### config.mk
export PLATFORM = sky130hd
export DESIGN_NAME = uart_cmd_controller_flat
export DESIGN_NICKNAME = d
export VERILOG_FILES = /design/src/rtl/uart_cmd_controller_if.sv /design/src/rtl/uart_cmd_controller.sv /design/src/flat_wrapper.sv
export SDC_FILE = /design/constraint.sdc
export NUM_CORES = 1
export LEC_CHECK = 0
export ABC_AREA = 1
export CAP_MARGIN = 20
export CORE_MARGIN = 5
export CORE_UTILIZATION = 42
export DETAILED_ROUTE_END_ITERATION = 16
export PLACE_DENSITY_LB_ADDON = 0.05
export SETUP_SLACK_MARGIN = 0.4
export SLEW_MARGIN = 20
export SYNTH_ARGS = -nofsm -noshare
export SYNTH_HDL_FRONTEND = slang
export SYNTH_SLANG_ARGS = --single-unit
### constraint.sdc
create_clock -name input_clk -period 3.6 [get_ports input_clk]
set_input_delay 0.9 -clock input_clk [delete_from_list [all_inputs] [get_ports input_clk]]
set_output_delay 0.9 -clock input_clk [all_outputs]
set_load 0.02 [all_outputs]
### src/rtl/uart_cmd_controller_if.sv
// Byte-in / config-out bundle between UART_receiver, uart_cmd_controller and the analyzer core.
interface uart_cmd_controller_if;
  logic [7:0]  rx_data;
  logic        rx_rdy;
  logic        cfg_wr_en;
  logic [2:0]  cfg_addr;
  logic [15:0] cfg_data;
  logic        arm;
  logic        cmd_err;
  logic [1:0]  err_code;
  logic        busy;

  modport master (
    output rx_data, rx_rdy,
    input  cfg_wr_en, cfg_addr, cfg_data, arm, cmd_err, err_code, busy
  );

  modport slave (
    input  rx_data, rx_rdy,
    output cfg_wr_en, cfg_addr, cfg_data, arm, cmd_err, err_code, busy
  );
endinterface

### src/rtl/uart_cmd_controller.sv
// Frames UART bytes into A5-synced, XOR-checked command packets driving config writes / arm pulses.
// Optional inter-byte timeout is built only when UART_CMD_TIMEOUT_EN is defined.
module uart_cmd_controller #(
  parameter int unsigned NUM_REGS       = 8,
  parameter int unsigned TIMEOUT_CYCLES = 1_000_000
) (
  input logic                   input_clk,
  input logic                   reset,
  uart_cmd_controller_if.slave  bus
);

  typedef enum logic [2:0] {
    S_IDLE,
    S_CMD,
    S_DATA_HI,
    S_DATA_LO,
    S_CHK,
    S_EXEC
  } state_t;

  localparam logic [7:0] SYNC_BYTE = 8'hA5;
  localparam logic [1:0] OP_WRITE  = 2'b00;
  localparam logic [1:0] OP_ARM    = 2'b01;
  localparam logic [1:0] ERR_CHK   = 2'b01;
  localparam logic [1:0] ERR_CMD   = 2'b10;
  localparam logic [1:0] ERR_TMO   = 2'b11;

  if (NUM_REGS < 2 || NUM_REGS > 8 || TIMEOUT_CYCLES < 2) begin : g_param_check
    $error("uart_cmd_controller: NUM_REGS must be 2..8 and TIMEOUT_CYCLES >= 2");
  end

  state_t      state, next_state;
  logic        rdy_q;
  logic        strobe;
  logic        pend;
  logic [7:0]  pend_byte;
  logic        byte_vld;
  logic [7:0]  byte_val;
  logic [7:0]  chk_sum;
  logic [1:0]  op_q;
  logic [2:0]  addr_q;
  logic [7:0]  data_hi_q;
  logic [7:0]  data_lo_q;
  logic        addr_ok;
  logic        wr_set;
  logic        arm_set;
  logic        err_set;
  logic [1:0]  err_val;
  logic        tmo_expired;

  assign strobe = bus.rx_rdy & ~rdy_q;

  // A byte caught during EXEC is replayed as the first IDLE byte.
  assign byte_vld = strobe | pend;
  assign byte_val = pend ? pend_byte : bus.rx_data;
  assign addr_ok  = ({1'b0, byte_val[2:0]} < 4'(NUM_REGS));

`ifdef UART_CMD_TIMEOUT_EN
  localparam int unsigned TW = $clog2(TIMEOUT_CYCLES);
  logic [TW-1:0] tmo_cnt;

  assign tmo_expired = (state != S_IDLE) && (tmo_cnt == TW'(TIMEOUT_CYCLES - 1));

  always_ff @(posedge input_clk or negedge reset) begin
    if (!reset) begin
      tmo_cnt <= '0;
    end else if (state == S_IDLE || byte_vld || tmo_expired) begin
      tmo_cnt <= '0;
    end else begin
      tmo_cnt <= tmo_cnt + 1'b1;
    end
  end
`else
  assign tmo_expired = 1'b0;
`endif

  always_ff @(posedge input_clk or negedge reset) begin
    if (!reset) begin
      state <= S_IDLE;
    end else begin
      state <= next_state;
    end
  end

  always_comb begin
    next_state = state;
    wr_set     = 1'b0;
    arm_set    = 1'b0;
    err_set    = 1'b0;
    err_val    = '0;
    case (state)
      S_IDLE: begin
        if (byte_vld && byte_val == SYNC_BYTE) next_state = S_CMD;
      end
      S_CMD: begin
        if (byte_vld) begin
          if (byte_val[7:6] == OP_WRITE && addr_ok) begin
            next_state = S_DATA_HI;
          end else if (byte_val[7:6] == OP_ARM) begin
            next_state = S_CHK;
          end else begin
            next_state = S_IDLE;
            err_set    = 1'b1;
            err_val    = ERR_CMD;
          end
        end
      end
      S_DATA_HI: begin
        if (byte_vld) next_state = S_DATA_LO;
      end
      S_DATA_LO: begin
        if (byte_vld) next_state = S_CHK;
      end
      S_CHK: begin
        if (byte_vld) begin
          if (byte_val == chk_sum) begin
            next_state = S_EXEC;
            wr_set     = (op_q == OP_WRITE);
            arm_set    = (op_q == OP_ARM);
          end else begin
            next_state = S_IDLE;
            err_set    = 1'b1;
            err_val    = ERR_CHK;
          end
        end
      end
      S_EXEC: begin
        next_state = S_IDLE;
      end
      default: begin
        next_state = S_IDLE;
      end
    endcase
    // A strobe in the expiry cycle takes priority over the timeout.
    if (tmo_expired && !byte_vld) begin
      next_state = S_IDLE;
      err_set    = 1'b1;
      err_val    = ERR_TMO;
    end
  end

  always_ff @(posedge input_clk or negedge reset) begin
    if (!reset) begin
      rdy_q     <= 1'b0;
      pend      <= 1'b0;
      pend_byte <= '0;
      chk_sum   <= '0;
      op_q      <= '0;
      addr_q    <= '0;
      data_hi_q <= '0;
      data_lo_q <= '0;
    end else begin
      rdy_q <= bus.rx_rdy;
      if (state == S_EXEC && strobe) begin
        pend      <= 1'b1;
        pend_byte <= bus.rx_data;
      end else if (state == S_IDLE) begin
        pend <= 1'b0;
      end
      if (byte_vld) begin
        case (state)
          S_IDLE: begin
            if (byte_val == SYNC_BYTE) chk_sum <= '0;
          end
          S_CMD: begin
            chk_sum <= chk_sum ^ byte_val;
            op_q    <= byte_val[7:6];
            addr_q  <= byte_val[2:0];
          end
          S_DATA_HI: begin
            chk_sum   <= chk_sum ^ byte_val;
            data_hi_q <= byte_val;
          end
          S_DATA_LO: begin
            chk_sum   <= chk_sum ^ byte_val;
            data_lo_q <= byte_val;
          end
          default: ;
        endcase
      end
    end
  end

  always_ff @(posedge input_clk or negedge reset) begin
    if (!reset) begin
      bus.cfg_wr_en <= 1'b0;
      bus.cfg_addr  <= '0;
      bus.cfg_data  <= '0;
      bus.arm       <= 1'b0;
      bus.cmd_err   <= 1'b0;
      bus.err_code  <= '0;
      bus.busy      <= 1'b0;
    end else begin
      bus.cfg_wr_en <= wr_set;
      bus.arm       <= arm_set;
      bus.cmd_err   <= err_set;
      bus.busy      <= (next_state != S_IDLE);
      if (err_set) bus.err_code <= err_val;
      if (wr_set) begin
        bus.cfg_addr <= addr_q;
        bus.cfg_data <= {data_hi_q, data_lo_q};
      end
    end
  end

endmodule

### src/flat_wrapper.sv
// flat-port wrapper written by rule: the top's interface ports become plain ports
module uart_cmd_controller_flat 
#(
  parameter int unsigned NUM_REGS       = 8,
  parameter int unsigned TIMEOUT_CYCLES = 1_000_000
)
  (input_clk, reset, bus_rx_data, bus_rx_rdy, bus_cfg_wr_en, bus_cfg_addr, bus_cfg_data, bus_arm, bus_cmd_err, bus_err_code, bus_busy);
  uart_cmd_controller_if bus_i ();
  input logic input_clk;
  input logic reset;
  input wire logic [$bits(bus_i.rx_data)-1:0] bus_rx_data;
  input wire logic [$bits(bus_i.rx_rdy)-1:0] bus_rx_rdy;
  output wire logic [$bits(bus_i.cfg_wr_en)-1:0] bus_cfg_wr_en;
  output wire logic [$bits(bus_i.cfg_addr)-1:0] bus_cfg_addr;
  output wire logic [$bits(bus_i.cfg_data)-1:0] bus_cfg_data;
  output wire logic [$bits(bus_i.arm)-1:0] bus_arm;
  output wire logic [$bits(bus_i.cmd_err)-1:0] bus_cmd_err;
  output wire logic [$bits(bus_i.err_code)-1:0] bus_err_code;
  output wire logic [$bits(bus_i.busy)-1:0] bus_busy;
  assign bus_i.rx_data = bus_rx_data;
  assign bus_i.rx_rdy = bus_rx_rdy;
  assign bus_cfg_wr_en = bus_i.cfg_wr_en;
  assign bus_cfg_addr = bus_i.cfg_addr;
  assign bus_cfg_data = bus_i.cfg_data;
  assign bus_arm = bus_i.arm;
  assign bus_cmd_err = bus_i.cmd_err;
  assign bus_err_code = bus_i.err_code;
  assign bus_busy = bus_i.busy;
  uart_cmd_controller #(.NUM_REGS(NUM_REGS), .TIMEOUT_CYCLES(TIMEOUT_CYCLES)) u_core (.input_clk(input_clk), .reset(reset), .bus(bus_i));
endmodule
# Word level (Yosys, flattened, before mapping)
# Cells that the tools add are included.
dict set report op_classes {
  bitwise 4
  reduce_logical 13
  muxes 32
  n_eq_ne 10
}
# operator n
set op_table {}
lappend op_table {{2-to-1 mux 3 bit} 8}
lappend op_table {{2-to-1 mux 8 bit} 2}
lappend op_table {{case mux 8 bit (2 select lines)} 1}
lappend op_table {{case mux 3 bit (5 select lines)} 1}
lappend op_table {{2-to-1 mux 1 bit} 14}
lappend op_table {{equality test 8 bit} 1}
lappend op_table {{equality test 8 bit, second input constant} 1}
lappend op_table {{2-to-1 mux 2 bit} 4}
lappend op_table {{XOR 8 bit} 1}
lappend op_table {{equality test 3 x 2 -> 1 bit, second input constant} 2}
lappend op_table {{equality test 3 bit, second input constant} 2}
lappend op_table {{AND reduction 2 bit} 3}
lappend op_table {{equality test 2 x 1 -> 1 bit, second input constant} 2}
lappend op_table {{logical NOT 2 bit} 2}
lappend op_table {{case mux 2 bit (2 select lines)} 1}
lappend op_table {{nonzero test 2 bit} 2}
lappend op_table {{equality test 3 x 1 -> 1 bit, second input constant} 1}
lappend op_table {{logical NOT 3 bit} 1}
lappend op_table {{AND reduction 3 bit} 1}
lappend op_table {{nonzero test 3 bit} 1}
lappend op_table {{OR reduction 3 bit} 1}
lappend op_table {{logical AND 1 bit} 2}
lappend op_table {{inequality test 2 bit, second input constant} 1}
lappend op_table {{case mux 1 bit (2 select lines)} 1}
lappend op_table {{other kinds (3)} 3}
dict set report word_totals {
  elab_cells 75
  reg_bits 67
}

# Longest topological paths before layout
# Gate-level depths: netlist (run 1).
dict set report logic_depth {
  ltp_word 7
  ltp_mapped 15
}

# Worst setup path after synthesis (run 1)
# No wires, ideal clock.
dict set report synth_timing {
  kind {input to register}
  from {input bus_rx_data[5]}
  to {register u_core.bus.cfg_data[13]}
  arrival_time_ps 1809
  path_stages 12
  setup_slack_ps 1671
  cell_sequence {nand2_1 nand2_2 nand2_1 nand2_1 nand2_1 nor2_1 nand2_2 inv_2 nand3_4 buf_2 nand2_1 o21ai_1}
}
dict set report synth_between {
  elab_chain_len 5
}
# item line_no
set synth_rtl {}
lappend synth_rtl {{start: declaration} flat_wrapper.sv:11} ;# input wire logic [$bits(bus_i.rx_data)-1:0] bus_rx_data;
lappend synth_rtl {{2-to-1 mux 8 bit} uart_cmd_controller.sv:55} ;# assign byte_val = pend ? pend_byte : bus.rx_data;
lappend synth_rtl {{equality test 8 bit} uart_cmd_controller.sv:116} ;# if (byte_val == chk_sum) begin
lappend synth_rtl {{2-to-1 mux 1 bit} uart_cmd_controller.sv:116}
lappend synth_rtl {{2-to-1 mux 1 bit} uart_cmd_controller.sv:115} ;# if (byte_vld) begin
lappend synth_rtl {{2-to-1 mux 1 bit} uart_cmd_controller.sv:91} ;# case (state)
lappend synth_rtl {{end signal: assignment} uart_cmd_controller.sv:201} ;# bus.cfg_data <= {data_hi_q, data_lo_q};
lappend synth_rtl {{end: declaration} uart_cmd_controller_if.sv:20} ;# output cfg_wr_en, cfg_addr, cfg_data, arm, cmd_err, err_code, busy
# Every way passes these cells.
# A chain may end at the register's enable or synchronous reset.

# Final worst setup path (run 1)
dict set report layout_timing {
  from {input bus_rx_data[5]}
  to {register u_core.bus.cfg_data[12]}
}
# Same word-level chain as after synthesis.

==> summary by stage, run 1 <==
Floorplan
The die is 94.33 um tall. The placeable core region is 6869 um2. The width of the chip is 94.33 um. The die covers 8897 um2. During I/O placement, the number of pins put on the boundary was 36.

Once the floorplan was initialized, standard cells occupied 43.48% of the core. The row count is 30.

STA
The achievable clock frequency is 401.5 MHz. The measured slew at the worst slew-check pin is 0.5896 ns. Of the available clock period, the critical path in the final layout requires 69.19%.

The clock arrives with 0.008103 ns of skew. The relative slew slack is 60.60%. The max-slew violation count came to 0. The worst path needs 2.491 ns of the cycle, external delays included. The final setup violation count is 0. In the final timing run, aggregate negative setup slack is 0 ns. The count of endpoints failing hold in the final timing report is 0. Setup repair after global routing left no endpoint under its margin.

Critical path
The type of the worst setup path is in -> reg. The slowest stage of the critical path is the clkdlybuf4s50_1 cell. Counting stages on the worst path, the most repeated cell is nand2_1. The longest individual stage delay on the worst path is 0.48 ns. Walking the worst path, the cells encountered are clkdlybuf4s50_1 -> nand2_1 -> nand2_2 -> nand2_1 -> nand2_1 -> nand2_1 -> nor2_1 -> nand2_2 -> inv_2 -> nand3_4 -> inv_4 -> nand2_1 -> nand2_1. The required time at the endpoint of the critical path is 3.89 ns. The critical path endpoint category is a flop. The data arrival time of the critical path is 2.78 ns. Of all nets on the critical path, the largest fanout is 22.

The worst setup path is launched from an input port.

Power
The analysis attributes to cell leakage a power of 1.893 nW. The part of the total power dissipated in combinational logic is 22.6%. Dividing total power by cell area gives a power density of 654.3 nW/um2.

In this run the power spent charging and discharging nets is 0.0007495 W. The internal power of the cells is 0.001643 W. The share of power burned in registers is 45.1%. Of the total power, the share spent switching nets is 31.33%. IR analysis of the VDD net gives a maximum drop of 0.0002752 V.

The share of total power in the clock network is 32.3%.

Yosys
The proportion of register bits with asynchronous set or reset after synthesis is 100.0%. The count of state elements after synthesis is 67. Sorting the synthesized cells by area gives the leading types as dfrtp_1, nand2_1, o21ai_0. The biggest area contributor in the post-synthesis netlist is dfrtp_1. For this run, the number of Yosys warnings is 0. Synthesis produced 364 cells.

The total nets after synthesis is 375. The top-area cell type share of the netlist area is 56.14%. The part of the Yosys area used for sequential elements is 56.14%. The netlist area before placement is 2987 um2. The netlist uses 25 different library cells. The most used flip-flop cell after synthesis is dfrtp_1. Averaged over all synthesized cells, the footprint is 8.205 um2. The number of synthesized flops with an enable pin is 0. nand2_1 is the most common cell in the netlist.

By count the netlist is led by nand2_1, dfrtp_1, o21ai_0, inv_1, nand2_2.

Clock network
CTS placed an instance of clkbuf_8 at the clock tree root. After clock tree synthesis, the repair step resized 0 gates. The clock sink count is 67.

The worst-skew pair later-pin latency is 0.35 ns. TritonCTS built the clock tree. After clock tree synthesis, the clock-pin slew on the worst setup and hold paths is 0.08 ns. The number of buffers inserted to repair setup after CTS is 0. Clock tree synthesis inserted a total of 9 buffers. In this run, post-CTS hold repair placed 0 buffers.

The maximum clock path buffer count is 2. In this run the number of H-tree levels came out at 3.

Routing
For this block, the initial DRC count from the detailed router was 105. In the final routed layout, each cell accounts on average for 12.92 um. Signal routing reaches up to met4. The number of optimization iterations in the first detailed-route pass is 5.

The via count of the routed design is 2339. The final wirelength is 6.497 mm. The total length of routed met3 wires is 286 um. The sum of met2 wire segment lengths after detailed routing is 2.842 mm. For this block, wires on met1 add up to 3.250 mm. The via density per instance is 4.650.

The count of nets left with antenna violations once routing finished came out at 0. The final routed DRC violation total is 0.

Finish
The layout has 675 filler cells. The number of antenna diodes in the final layout is 0. The multi-input logic area is 1109 um2.

The combined flip-flop and latch cell area is 1677 um2. In the final design database the tool counted 413 nets. The finished layout holds 503 standard cells, fillers aside. In the final layout, the share of cells above drive strength 1 is 9.828%.

From synthesis to final layout, the design area changed by 22.41%.

Place
The number of input and output port buffers inserted is 35. Counting tap cells, the placed design contains a total of 487 instances. The detailed-placement wirelength estimate is 4.576 mm.

The congestion estimate from routability-driven global placement came to 0.8082.

Job
Max-cap violations in this run came to 0.

GRT
The initial antenna violation count is 0. The total overflow left after global routing is 0. The global-route wire length before repair is 11.03 mm. The number of global-route vias before repair is 2229. The maximum number of pins on one net before global-route repair is 32.

The total track usage is 16.23%.

Min path
The path category of the worst min-delay check is reg -> reg.

Run status
The run finished with clean final reports.
-- per-stage QoR --
stage	instance area (um2)	hold slack (ns)	setup slack, ns	util (%)	total power (W)
final	3656	0.4688	1.109	53.22	0.002392
after global routing	3656	0.4913	0.8686	53.22	0.002571
after CTS	3656	0.4744	1.051	53.22	0.002417
after detailed placement	3407	0.4564	0.6855	49.60	0.001640
after global placement	3407	0.4506	0.7381	49.60	0.001629
after floorplan	2987	0.4417	1.671	-	0.001467
-- critical path, delay by kind of cell --
| kind | cells | cell delay, ns |
|---|---|---|
| buf+inv | 3 | 0.82 |
| simple gates | 10 | 1.04 |
-- per-layer routing --
metal  track usage (%)  up-vias
met2             23.52       47
met5                 0        -
li1                  -     1222
met1             23.07     1060
met3             3.285       10
met4             7.942        0
-- power groups by stage --
stage          Clock (W)  Sequential (W)  Combinational (W)
6_report        0.000772         0.00108           0.000542
5_1_grt         0.000823         0.00111           0.000640
4_1_cts         0.000787         0.00108           0.000551
3_5_place_dp           0         0.00109           0.000547
3_3_place_gp           0         0.00109           0.000540
2_1_floorplan          0         0.00108           0.000387
-- flip-flops by register name (all words and copies together), names as in the netlist --
name	flops
u_core.chk_sum	8
u_core.pend	1
u_core.bus.cfg_wr_en	1
u_core.data_lo_q	8
u_core.bus.err_code	2
u_core.rdy_q	1
u_core.data_hi_q	8
u_core.addr_q	3
u_core.bus.cfg_addr	3
u_core.bus.busy	1
u_core.pend_byte	8
u_core.state	3
u_core.op_q	2
u_core.bus.cfg_data	16
u_core.bus.arm	1
u_core.bus.cmd_err	1
-- kinds of logic (layout without fill, tap and decap cells) --
| kind of cell | count (synthesis) | in the layout | share of synthesized area [%] |
|---|---|---|---|
| buffers and inverters | 46 | 89 | 6.745 |
| DFF | 67 | 67 | 56.14 |
| and+or+nand+nor | 212 | 212 | 30.33 |
| AOI/OAI and AO/OA | 39 | 39 | 6.787 |
-- final timing paths --
kind,start,end,slack [ns],depth (start not counted)
setup / recovery,bus_rx_data[5],u_core.bus.cfg_data[12],1.11,13
hold / removal,u_core.addr_q[0],u_core.bus.cfg_addr[0],0.47,2
setup reg to reg,u_core.pend,u_core.bus.cfg_data[12],1.21,13
hold reg to reg,u_core.addr_q[0],u_core.bus.cfg_addr[0],0.47,2
max in group asynchronous,reset,u_core.bus.err_code[0],2.34,2
min in group asynchronous,reset,u_core.data_hi_q[3],0.50,1
-- layout by cell type, fill, tap and decap left out --
cell type / instances
nor4_1: 1
a21oi_1: 1
nand2_2: 13
clkinv_2: 1
inv_6: 1
nand2_1: 162
nand2_4: 1
o21ai_1: 2
o31ai_1: 1
o21bai_1: 1
clkdlybuf4s50_1: 34
o21ai_0: 32
inv_2: 2
nor3_1: 5
dfrtp_1: 67
clkinv_1: 1
nand3_1: 6
inv_4: 1
bufinv_16: 3
nand4_1: 8
nor2_1: 9
a31oi_1: 2
buf_2: 1
nor2_2: 2
nand3_4: 1
clkinvlp_4: 1
nand3b_1: 4
clkbuf_8: 10
inv_1: 31
buf_4: 3
-- cell type report --
type	count	area share [%]
inverter	35	3.662
tap	96	3.285
clock inverter	6	3.046
multi-input combinational	251	30.32
clock buffer	10	3.765
timing repair buffer	38	10.06
sequential	67	45.86
No activity file was read; power rests on OpenSTA's default activity.
==> run 2: changes to the inputs <==
==> constraint.sdc (replaced) <==
create_clock -name input_clk -period 2 [get_ports input_clk]
set_input_delay 0.5 -clock input_clk [delete_from_list [all_inputs] [get_ports input_clk]]
set_output_delay 0.5 -clock input_clk [all_outputs]
set_load 0.02 [all_outputs]
==> summary by stage, run 2 (synthesis gave the netlist of run 1 again) <==
Run status
Outcome: completed (unchanged).

STA
The minimum setup slack in the final design is 0.1997 ns (was 1.109 ns). The final setup violation count is 0 (unchanged). Based on the critical path, the design can be clocked at up to 555.5 MHz. The maximum clock skew at final layout is 0.006740 ns (was 0.008103 ns).

The smallest clock period supported by the final layout is computed as 1.800 ns. The max-slew violation count is 0 (unchanged). Unrepaired setup endpoints after global routing: true (was false). The measured slew at the worst slew-check pin was 0.4447 ns (was 0.5896 ns). The count of endpoints failing hold in the final timing report was 0 (unchanged). In the finished design, the share of the clock period the worst path needs comes to 90.02%. The relative slew slack is 70.35% (was 60.60%).

Routing
The average wire per cell in the routed design is 13.15 um (was 12.92 um). The number of DRC markers in iteration 0 was 107 (was 105). The via density per instance is 4.655 (was 4.650). The final wirelength is 7.208 mm (was 6.497 mm). The number of optimization iterations in the first detailed-route pass came to 4 (was 5). The via count of the routed design is 2551 (was 2339). The final routed DRC violation total is 0 (unchanged). The number of antenna-violating nets in the routed design was 0 (unchanged).

Finish
The post-synthesis to final-layout area growth is 37.49% (was 22.41%). The combined flip-flop and latch cell area is 1679 um2 (was 1677 um2). The layout cell share with drive strength beyond 1 is 26.77% (was 9.828%). The number of flip-flops under the largest register name was 16 (unchanged). The multi-input logic area is 1215 um2 (was 1109 um2).

The total number of nets in the final design was 458 (was 413). The register ranked first by flip-flop count is u_core.bus.cfg_data (unchanged). The number of diodes was 0 (unchanged).

The most common cell after layout, fill and taps aside was nand2_1 (unchanged). The layout filler cell count is 619 (was 675). Leading cell types in the layout, fill and taps excluded: nand2_1, dfrtp_1, buf_4 (was nand2_1, dfrtp_1, clkdlybuf4s50_1).

Critical path
The slack of the worst reg-to-reg path was 0.20 ns (was 1.21 ns). The data arrival time of the critical path is 2.04 ns (was 2.78 ns). The startpoint type of the worst setup path is a flop (was input port). The critical path endpoint category is a flop (unchanged). The required time at the endpoint of the critical path is 2.24 ns (was 3.89 ns).

The largest fanout of any net on the critical path is 21 (was 22). The type of the worst setup path is reg -> reg (was in -> reg). The start of the worst register-to-register path is u_core.pend (unchanged). The launching element of the worst setup path is u_core.pend (was bus_rx_data[5]). The path depth of the worst reg2reg path is 12 (was 13). The endpoint of the worst register-to-register path was u_core.bus.cfg_data[12] (unchanged).

Power
The overall power after layout was 0.004428 W (was 0.002392 W). The cell area power density is 1078 nW/um2 (was 654.3 nW/um2). The static power due to leakage is 2.206 nW (was 1.893 nW). The peak supply drop is 0.0004848 V (was 0.0002752 V).

GRT
The total track usage is 18.19% (was 16.23%). The number of global-route vias before repair came to 2512 (was 2229). The maximum number of pins on one net before global-route repair is 34 (was 32). The initial antenna violation count is 0 (unchanged).

The global-route wire length before repair is 12.25 mm (was 11.03 mm). The total congestion overflow is 0 (unchanged).

Place
The detailed-placement wirelength estimate is 4.697 mm (was 4.576 mm). The final weighted congestion in routability-driven placement is 0.8202 (was 0.8082). The number of input and output port buffers inserted is 35 (unchanged). The worst slack at placement was -0.1479 ns (was 0.6855 ns).

Floorplan
The chip height is 94.33 um (unchanged). The number of I/O pins is 36 (unchanged). The placeable core region is 6869 um2 (unchanged). The full die area is 8897 um2 (unchanged). The row count came to 30 (unchanged). The effective utilization at floorplan is 43.48% (unchanged).

The width of the chip is 94.33 um (unchanged).

Clock network
The post-cts hold buffer count came to 0 (unchanged). The clock sink count came to 67 (unchanged). The worst-skew pair later-pin latency was 0.35 ns (about the same). The master cell of the clock root buffer is clkbuf_8 (unchanged).

The H-tree depth is 3 (unchanged). The number of CTS-inserted buffers is 9 (unchanged). The clock tree from TritonCTS is yes (unchanged). The post-CTS clock slew at the launch and capture registers of the worst setup and hold paths is 0.07 ns (was 0.08 ns). The maximum clock path buffer count was 2 (unchanged).

Min path
The path category of the worst min-delay check was in -> async (was reg -> reg).

Job
The number of max-cap violations was 0 (unchanged).
[run 2: metrics by stage]
stage	instance area (um2)	setup TNS (ns)	hold slack, ns	utilization (%)	cells
2_1_floorplan	2987	0	0.2044	-	364
3_3_place_gp	3610	-2.683	0.4531	52.55	509
3_5_place_dp	3610	-3.167	0.4601	52.55	509
4_1_cts	4025	0	0.08914	58.60	544
5_1_grt	4106	0	0.1074	59.78	548
6_report	4106	0	0.09344	59.78	548
[run 2: worst max-delay path, stage by stage (launching register included)]
cell	delay, ns
dfrtp_2	0.46
clkinvlp_4	0.22
nand2_2	0.14
nand3b_1	0.10
nand2_1	0.08
nand2_1	0.06
nor2_1	0.11
nand2_2	0.08
inv_2	0.07
nand3_4	0.09
buf_12	0.19
nand2_1	0.06
nand2_1	0.05
[run 2: how the worst max path moves through the flow]
stage	endpoint
floorplan	u_core.bus.cfg_data[13]
global placement	u_core.bus.busy
detailed placement	u_core.bus.cfg_data[5]
CTS	u_core.bus.cfg_data[6]
global route	u_core.bus.cfg_data[14]
finish	u_core.bus.cfg_data[12]
[run 2: layout make-up]
class | count | share of cell area (%)
Sequential cell | 67 | 40.89
Multi-Input combinational cell | 251 | 29.59
Timing Repair Buffer | 82 | 18.07
Inverter | 35 | 3.473
Clock buffer | 9 | 3.016
Tap cell | 96 | 2.925
Clock inverter | 7 | 1.859
Timing Repair inverter | 1 | 0.1828
[run 2: timing repair]
item | CTS | global route
gates cloned | 3 | 0
setup endpoints to repair | 60 | 51
resized for setup | 73 | 26
setup buffers | 16 | 4
pin swaps | 2 | 2
[run 2: layer usage]
metal / track usage (%) / vias up / share of wire, % / wire (um)
li1: - / 1306 / - / -
met1: 23.63 / 1181 / 46 / 3343
met2: 29.20 / 55 / 47 / 3401
met3: 4.647 / 9 / 5.1 / 365
met4: 6.980 / 0 / 1.4 / 98
met5: 0 / - / 0 / 0
[run 2: power breakdown]
group,total [W],switching [W],leakage (nW),internal (W)
logic,0.00132,0.000731,1.24,0.000590
clock network,0.00114,0.000559,0.0958,0.000581
registers,0.00197,0.000243,0.866,0.00172
==> RTL edit, RTL diff (settings of run 2) <==
Add a define of `UART_CMD_TIMEOUT_EN`.
--- a/src/rtl/uart_cmd_controller.sv
+++ b/src/rtl/uart_cmd_controller.sv
@@ -1,4 +1,6 @@
 // Frames UART bytes into A5-synced, XOR-checked command packets driving config writes / arm pulses.
 // Optional inter-byte timeout is built only when UART_CMD_TIMEOUT_EN is defined.
+`define UART_CMD_TIMEOUT_EN
+
 module uart_cmd_controller #(
   parameter int unsigned NUM_REGS       = 8,
Behaviour: no difference found for any inputs over 10 cycles, from zero or initial values and one cycle with reset low; that may be too few to reach the edited logic, so the function may still have changed.
==> RTL edit against run 2 <==
Combinational power down 49%. Power down 6.7%. Area after synthesis up 39%. Final area up 48%. Routed wire length up 49%. Sequential cell count up 20. First-iteration DRC count up 14%. Cell count up 38%. Critical path depth up 1. Setup slack worse by 19 ps. Non-clock buffer count up 34. Synthesized cell count up 39%. Core utilization up 2.8 points. Highest routed layer unchanged.
==> RTL edit: results (changes against run 2) <==
| Metric | Value |
|---|---|
| Fraction of the mapped netlist area in adder cells | 0.3012% (+0.30 points) |
| Placer congestion estimate | 0.7972 (-2.8%) |
| Number of nets in the final layout | 630 (+38%) |
| Post-route setup slack | 180.3 ps (-19.38 ps) |
| Maximum number of pins on one net before global-route repair | 40 (+18%) |
| First-pass GRT wire length | 16.68 mm (+36%) |
| Sequential fraction of the synthesis area | 52.41% (-3.7 points) |
| Cell Count, Final, Fillers Out | 756 (+38%) |
| XOR/XNOR Fraction of Synth Area | 1.476% (+1.5 points) |
| Most area-consuming cells after synthesis | sky130_fd_sc_hd__dfrtp_1 (52%), sky130_fd_sc_hd__nand2_1 (16%), sky130_fd_sc_hd__inv_1 (4.3%) |
| Largest clock skew in the final design | 13.33 ps (+6.593 ps) |
| Max Fanout on Critical Path | 6 (-71%) |
| Starting DRT DRC Count | 122 (+14%) |
| Syn Area/Cell | 8.209 um2 (about the same) |
| Post-Synthesis Net Count | 518 (+38%) |
| Leakage dissipation | 3.053 nW (+38%) |
| Placed cells | 698 (+37%) |
| Library cell contributing the largest single delay on the critical path | sky130_fd_sc_hd__clkdlybuf4s50_1 |
| Highest cell delay on the worst timing path | 500 ps (+40 ps) |
| Mean number of vias per cell | 4.906 (+5.4%) |
| Share of final-layout standard cells stronger than drive strength 1 | 35.79% (+9.0 points) |
| Hold/Removal Path Class | primary input to flip-flop |
| Clock-pin slew of the registers on the worst-case setup and hold paths | 90 ps (+20 ps) |
| Post-synthesis compound-gate area fraction | 5.151% (-1.6 points) |
| Detailed placer's ending HPWL | 6.818 mm (+45%) |
| Gr usage total | 17.71% (-0.49 points) |
| Critical path data arrival time | 2060 ps (+20 ps) |
| DP Worst Slack | -233.5 ps (-85.67 ps) |
| Outcome | completed |
| Count of distinct cell types in the synthesized netlist | 32 (+28%) |
| Synth top cells by count | sky130_fd_sc_hd__nand2_1 (172), sky130_fd_sc_hd__dfrtp_1 (87), sky130_fd_sc_hd__inv_1 (48) |
| Drt total wl | 10.74 mm (+49%) |
RTL edit: timing repair:
action | CTS | global route
endpoints found under the hold margin | 5 | 0
cloned | 4 | 4
setup endpoints to repair | 89 | 71
hold buffers | 1 | 0
gates resized for setup | 95 | 87
pin swaps | 8 | 38
setup buffers | 14 | 19
RTL edit: final cells by class:
type	instances	area (um2)
fillers	861	3636
multi-input cells	354	2188
flip-flops and latches	87	2178
repair buffers	116	1106
inverters	50	202.7
well taps	133	166.4
clock inverters	7	127.6
clock buffers	9	123.9
RTL edit: kinds of logic after synthesis:
kind of cell,after synthesis
AOI/OAI and AO/OA,40
xor gates and xnor gates,7
adders and majority gates,1
buffers and inverters,68
DFF,87
and+or+nand+nor,303
RTL edit: worst max-delay path: cells and delay by family:
family	cells	cell delay (ps)
and+or+nand+nor	9	780
buffers and inverters	4	780
RTL edit: metal layers:
layer | wire (um) | global-route usage [%] | vias up
li1 | - | - | 1875
met1 | 4923 | 23.28 | 1760
met2 | 5347 | 29.47 | 61
met3 | 292 | 2.819 | 13
met4 | 177 | 6.589 | 0
met5 | 0 | 0 | -
RTL edit: how the worst min path moves through the flow:
stage,startpoint,to,cells past startpoint
after global routing,bus_rx_rdy,u_core.rdy_q,1
after CTS,bus_rx_rdy,u_core.rdy_q,1
after detailed placement,reset,u_core.bus.cfg_data[1],1
after floorplan,reset,u_core.addr_q[0],0
final,bus_rx_rdy,u_core.rdy_q,1
after global placement,reset,u_core.bus.cfg_data[1],1
RTL edit: through the flow:
| stage | area, um2 | utilization [%] | hold WS, ps |
|---|---|---|---|
| 2_1_floorplan | 4193 | - | 204.4 |
| 3_3_place_gp | 4922 | 50.59 | 393.6 |
| 3_5_place_dp | 4922 | 50.59 | 391.5 |
| 4_1_cts | 5563 | 57.18 | 423.0 |
| 5_1_grt | 6093 | 62.63 | 439.6 |
| 6_report | 6093 | 62.63 | 449.1 |
RTL edit: where the power goes:
group,switching [W],internal (W),leakage [nW]
Clock,0.000672,0.000847,0.126
Combinational,0.000402,0.000276,1.75
Sequential,0.0000749,0.00186,1.18
